## src/rtl/spi_shifter_pkg.sv

```systemverilog
// Shared constants and shift-state type for the SPI serial data path.
package spi_shifter_pkg;

    localparam int unsigned SPI_MAX_CHAR      = 128;
    localparam int unsigned SPI_CHAR_LEN_BITS = 7;

    typedef enum logic {
        SPI_SH_IDLE  = 1'b0,
        SPI_SH_SHIFT = 1'b1
    } spi_sh_state_t;

endpackage

```

## src/rtl/spi_shifter.sv

```systemverilog
// SPI shift register: serialises the parallel character onto mosi and captures miso into it.
// Optional SPI_SHIFT_DONE_EN adds a one-cycle done pulse after tip falls.
module spi_shifter
    import spi_shifter_pkg::*;
#(
    parameter int unsigned MAX_CHAR = SPI_MAX_CHAR,
    parameter int unsigned LEN_BITS = SPI_CHAR_LEN_BITS
) (
    input  logic                     wb_clk_in,
    input  logic                     wb_rst,
    input  logic [LEN_BITS-1:0]      len,
    input  logic                     lsb,
    input  logic                     tx_negedge,
    input  logic                     rx_negedge,
    input  logic                     go,
    input  logic                     pos_edge,
    input  logic                     neg_edge,
    input  logic [MAX_CHAR/32-1:0]   latch,
    input  logic [31:0]              p_in,
    input  logic                     miso,
    output logic                     tip,
    output logic                     last,
    output logic [MAX_CHAR-1:0]      p_out,
    output logic                     mosi
`ifdef SPI_SHIFT_DONE_EN
    ,
    output logic                     done
`endif
);

    localparam int unsigned CW     = LEN_BITS + 1;
    localparam int unsigned NWORDS = MAX_CHAR / 32;
    localparam logic [CW-1:0] CNT_ONE = CW'(1);
    localparam logic [CW-1:0] CNT_MAX = CW'(MAX_CHAR);

    spi_sh_state_t        state;
    logic [CW-1:0]        tx_cnt;
    logic [CW-1:0]        rx_cnt;
    logic [CW-1:0]        n_bits;
    logic [LEN_BITS-1:0]  tx_idx;
    logic [LEN_BITS-1:0]  rx_idx;
    logic                 tx_clk;
    logic                 rx_clk;

    // Indices never exceed MAX_CHAR-1, so the top counter bit is dropped.
    always_comb begin
        tx_clk = tx_negedge ? neg_edge : pos_edge;
        rx_clk = rx_negedge ? neg_edge : pos_edge;
        n_bits = (len == '0) ? CNT_MAX : {1'b0, len};
        tx_idx = LEN_BITS'(lsb ? (n_bits - tx_cnt) : (tx_cnt - CNT_ONE));
        rx_idx = LEN_BITS'(lsb ? rx_cnt : (n_bits - CNT_ONE - rx_cnt));
    end

    assign tip  = (state == SPI_SH_SHIFT);
    assign last = (tx_cnt == '0);

    always_ff @(posedge wb_clk_in or posedge wb_rst) begin
        if (wb_rst) begin
            state  <= SPI_SH_IDLE;
            tx_cnt <= '0;
            rx_cnt <= '0;
            mosi   <= 1'b0;
            p_out  <= '0;
`ifdef SPI_SHIFT_DONE_EN
            done   <= 1'b0;
`endif
        end else begin
`ifdef SPI_SHIFT_DONE_EN
            done <= 1'b0;
`endif
            case (state)
                SPI_SH_IDLE: begin
                    for (int unsigned w = 0; w < NWORDS; w++) begin
                        if (latch[w]) begin
                            p_out[32*w +: 32] <= p_in;
                        end
                    end
                    if (go) begin
                        state  <= SPI_SH_SHIFT;
                        tx_cnt <= n_bits;
                        rx_cnt <= '0;
                    end
                end
                SPI_SH_SHIFT: begin
                    // TX reads the pre-edge register even when RX writes on the same edge.
                    if (tx_clk && (tx_cnt != '0)) begin
                        mosi   <= p_out[tx_idx];
                        tx_cnt <= tx_cnt - CNT_ONE;
                    end
                    if (rx_clk) begin
                        p_out[rx_idx] <= miso;
                        rx_cnt        <= rx_cnt + CNT_ONE;
                        if (rx_cnt == (n_bits - CNT_ONE)) begin
                            state <= SPI_SH_IDLE;
`ifdef SPI_SHIFT_DONE_EN
                            done  <= 1'b1;
`endif
                        end
                    end
                end
            endcase
        end
    end

endmodule

```

## config.mk

```make
export PLATFORM = sky130hd
export DESIGN_NAME = spi_shifter
export DESIGN_NICKNAME = d
export VERILOG_FILES = /design/src/rtl/spi_shifter_pkg.sv /design/src/rtl/spi_shifter.sv
export SDC_FILE = /design/constraint.sdc
export NUM_CORES = 1
export LEC_CHECK = 0
export BUFFER_PORTS_ARGS = -buffer_cell sky130_fd_sc_hd__buf_4
export CORE_MARGIN = 4
export CORE_UTILIZATION = 45
export DETAILED_ROUTE_END_ITERATION = 7
export HOLD_SLACK_MARGIN = 0.1
export PLACE_DENSITY = 0.68
export SLEW_MARGIN = 20
export SYNTH_ARGS = -nofsm -noshare
export SYNTH_HDL_FRONTEND = slang
export SYNTH_SLANG_ARGS = --single-unit
```

## constraint.sdc

```tcl
create_clock -name wb_clk_in -period 5.59 [get_ports wb_clk_in]
set_input_delay 0 -clock wb_clk_in [delete_from_list [all_inputs] [get_ports wb_clk_in]]
set_output_delay 0 -clock wb_clk_in [all_outputs]
set_load 0.01 [all_outputs]
```

==> impl_metrics.ini <==
[sta]
rsz0062_at_grt = no
skew_ps = 10.9
fmax_ghz = 0.215
post-route-period-util_pct = 83.3
relSlewSlack_pct = 28.5
hold_viol = 0
maxSlewViolCount = 0
finalSetupTns_ps = 0
min_period_ps = 4660
timing.final.setup_violations = 0
worstMarginPinSlew_ps = 1060

[routing]
drt_iter0_drc = 994
totalWireLength_um = 33900
via_count = 8743
drc = 0
drtAntennaViolNets = 0
via_per_inst = 6.24
first_pass_iters = 5
wl_per_cell_um = 24.2

[floorplanning]
start_util_pct = 46.3
die_area_sq_um = 23500
core_area_sq_um = 20500
die_x_um = 153
rows = 52
die_h_um = 153
ios = 183

[placement]
post-dp-hpwl_um = 24300
routabilityCongestion = 0.955
postPlaceCellArea_sq_um = 11100
io_buffers = 182

[clock_network]
clk_path_buf_depth = 2
cts_tree = done
clk_latency_ps = 440
cts_sinks = 146
cts_buffers = 17
path_clk_slew_ps = 70
clock-root-buffer = clkbuf_16
cts-resized-gates = 0
htree_levels = 4

[grt]
grt_pass1_wl_um = 52500
grt_overflow = 0
antenna_found_initial = 0
grt_usage_pct = 28.8
grt_max_degree = 103
grt_pass1_vias = 8701

[worst_setup_path]
end_kind = register
cp.arrival_ps = 4990
startpoint_type = input pin
required_ps = 5930
crit_type = in -> reg
crit_path_max_fanout = 16

[job]
drv_cap = 0

[yosys]
ys_seq_area_share_pct = 38.5
syn_avg_cell_area_sq_um = 10.3
synth_nets = 991
synthArstFlopShare_pct = 100
syn_area_sq_um = 9490
synth_common_cells = dfrtp_1, a21oi_1, mux2_2
synthFlopType = dfrtp_1
synth_top_area_share_pct = 38.5
synth.most_common_cell = dfrtp_1
ys_types = 62
synth_seq_cells = 146
synth_largest_area_cell = dfrtp_1
netlist_instances = 920
synth_edf_count = 0
synth_area_leaders = dfrtp_1, mux2_2, mux4_2
ys_warn_count = 0

[cells_and_area]
multi_input_area_sq_um = 5500
n_antenna_cell = 0
area_growth_pct = 27.7
final_area_sq_um = 12100
final_layout_size_suffix_gt1_share_pct = 33.4
register_area_sq_um = 3650
nets = 1190
utilization_pct = 59.1
nFillCells = 1801

[power_and_ir_drop]
p_per_area_nw_per_um2 = 554
ir_worst_vdd_uv = 264
p_leak_nw = 5.61

[run_status]
outcome = finished, final reports clean

[hold_path]
hold_path.class = in -> reg
-- path summary, 6_finish.rpt --
path | slack [ps] | startpoint | end | cells after the start
worst min register to register | 490 | mosi | mosi | 2
worst min-delay path | 260 | latch[3] | p_out[119] | 4
max in group asynchronous | 4090 | wb_rst | p_out[64] | 4
min in group asynchronous | 330 | wb_rst | p_out[119] | 3
worst max register to register | 1820 | rx_cnt[0] | p_out[13] | 11
worst max-delay path | 930 | len[3] | p_out[13] | 18
-- layer usage --
metal | up-vias | wire, um | track usage, %
li1 | 3811 | - | -
met1 | 4334 | 13600 | 40.2
met2 | 511 | 15700 | 44.2
met3 | 87 | 3170 | 5.99
met4 | 0 | 1400 | 11.3
met5 | - | 0 | 0
-- metrics by stage --
step / worst slack [ps] / hold slack, ps / std cells / total power, mW
6_report: 935 / 259 / 1402 / 6.71
2_1_floorplan: 1670 / 154 / 920 / 4.04
5_1_grt: 623 / 285 / 1402 / 7.07
3_5_place_dp: 1090 / 284 / 1324 / 5.52
3_3_place_gp: 1140 / 288 / 1324 / 5.48
4_1_cts: 959 / 252 / 1402 / 6.68
-- where the power goes --
| group | internal [mW] | leakage [nW] | total (mW) | switching [mW] |
|---|---|---|---|---|
| logic | 1.73 | 3.50 | 3.57 | 1.84 |
| clock network | 0.597 | 0.268 | 1.12 | 0.527 |
| registers | 1.51 | 1.84 | 2.01 | 0.501 |
-- kinds of logic after synthesis --
| family | Yosys count | share of synthesized area, % |
|---|---|---|
| AND/OR/NAND/NOR | 222 | 12.8 |
| AO/OA/AOI/OAI | 269 | 18.6 |
| buffers and inverters | 92 | 4.17 |
| multiplexers | 153 | 21.5 |
| flip-flops | 146 | 38.5 |
| adder cells (fa/ha/maj) | 19 | 2.66 |
| XOR/XNOR | 19 | 1.75 |
-- final cells by class --
cell class                 count  share of cell area, %
clock buffer                  19                   3.66
clock inverter                13                  0.991
inverter                      27                  0.878
multi-input combinational    682                   45.4
sequential                   146                   30.2
tap                          270                   2.79
timing repair buffer         245                   16.1
-- cell usage in the layout, fill, tap and decap left out, types with 5 or more instances in the layout --
master / count
a211oi_1: 31
a21o_1: 30
a21oi_1: 107
a221oi_1: 17
a31oi_1: 6
and3_1: 7
buf_4: 199
clkbuf_16: 17
dfrtp_1: 145
dlygate4sd3_1: 46
ha_1: 17
inv_1: 26
mux2_2: 80
mux2i_1: 35
mux4_2: 32
nand2_1: 61
nand2b_1: 20
nand3_1: 13
nor2_1: 46
nor2b_1: 21
nor3_1: 10
nor3_2: 8
nor3_4: 8
o21ai_0: 31
o31ai_1: 5
o32a_1: 16
or3_1: 6
xnor2_1: 12
xor2_1: 7
-- repair_timing --
action	CTS	global route
endpoints found under the hold margin	183	0
hold buffers	46	0
setup endpoints to repair	0	0
buffers inserted	0	0
-- state kept, by name, summed over array words and instances (netlist names) --
signal,flops
p_out,128
rx_cnt,8
tx_cnt,8
mosi,1
tip,1
-- worst max-delay path, cell delays in order --
cell           delay [ps]
dlygate4sd3_1         540
buf_4                 160
nor3_1                230
or2b_1                270
or3b_2                530
nand2_1               130
inv_1                  60
ha_1                  200
fa_1                  370
and2b_1               230
o21ai_2                70
a21boi_2              200
o21ai_2                90
and4_4                210
or3_4                 510
nor3_2                780
a211oi_1              170
a221oi_1              230
Note: power is estimated with default switching activity, not from simulation.
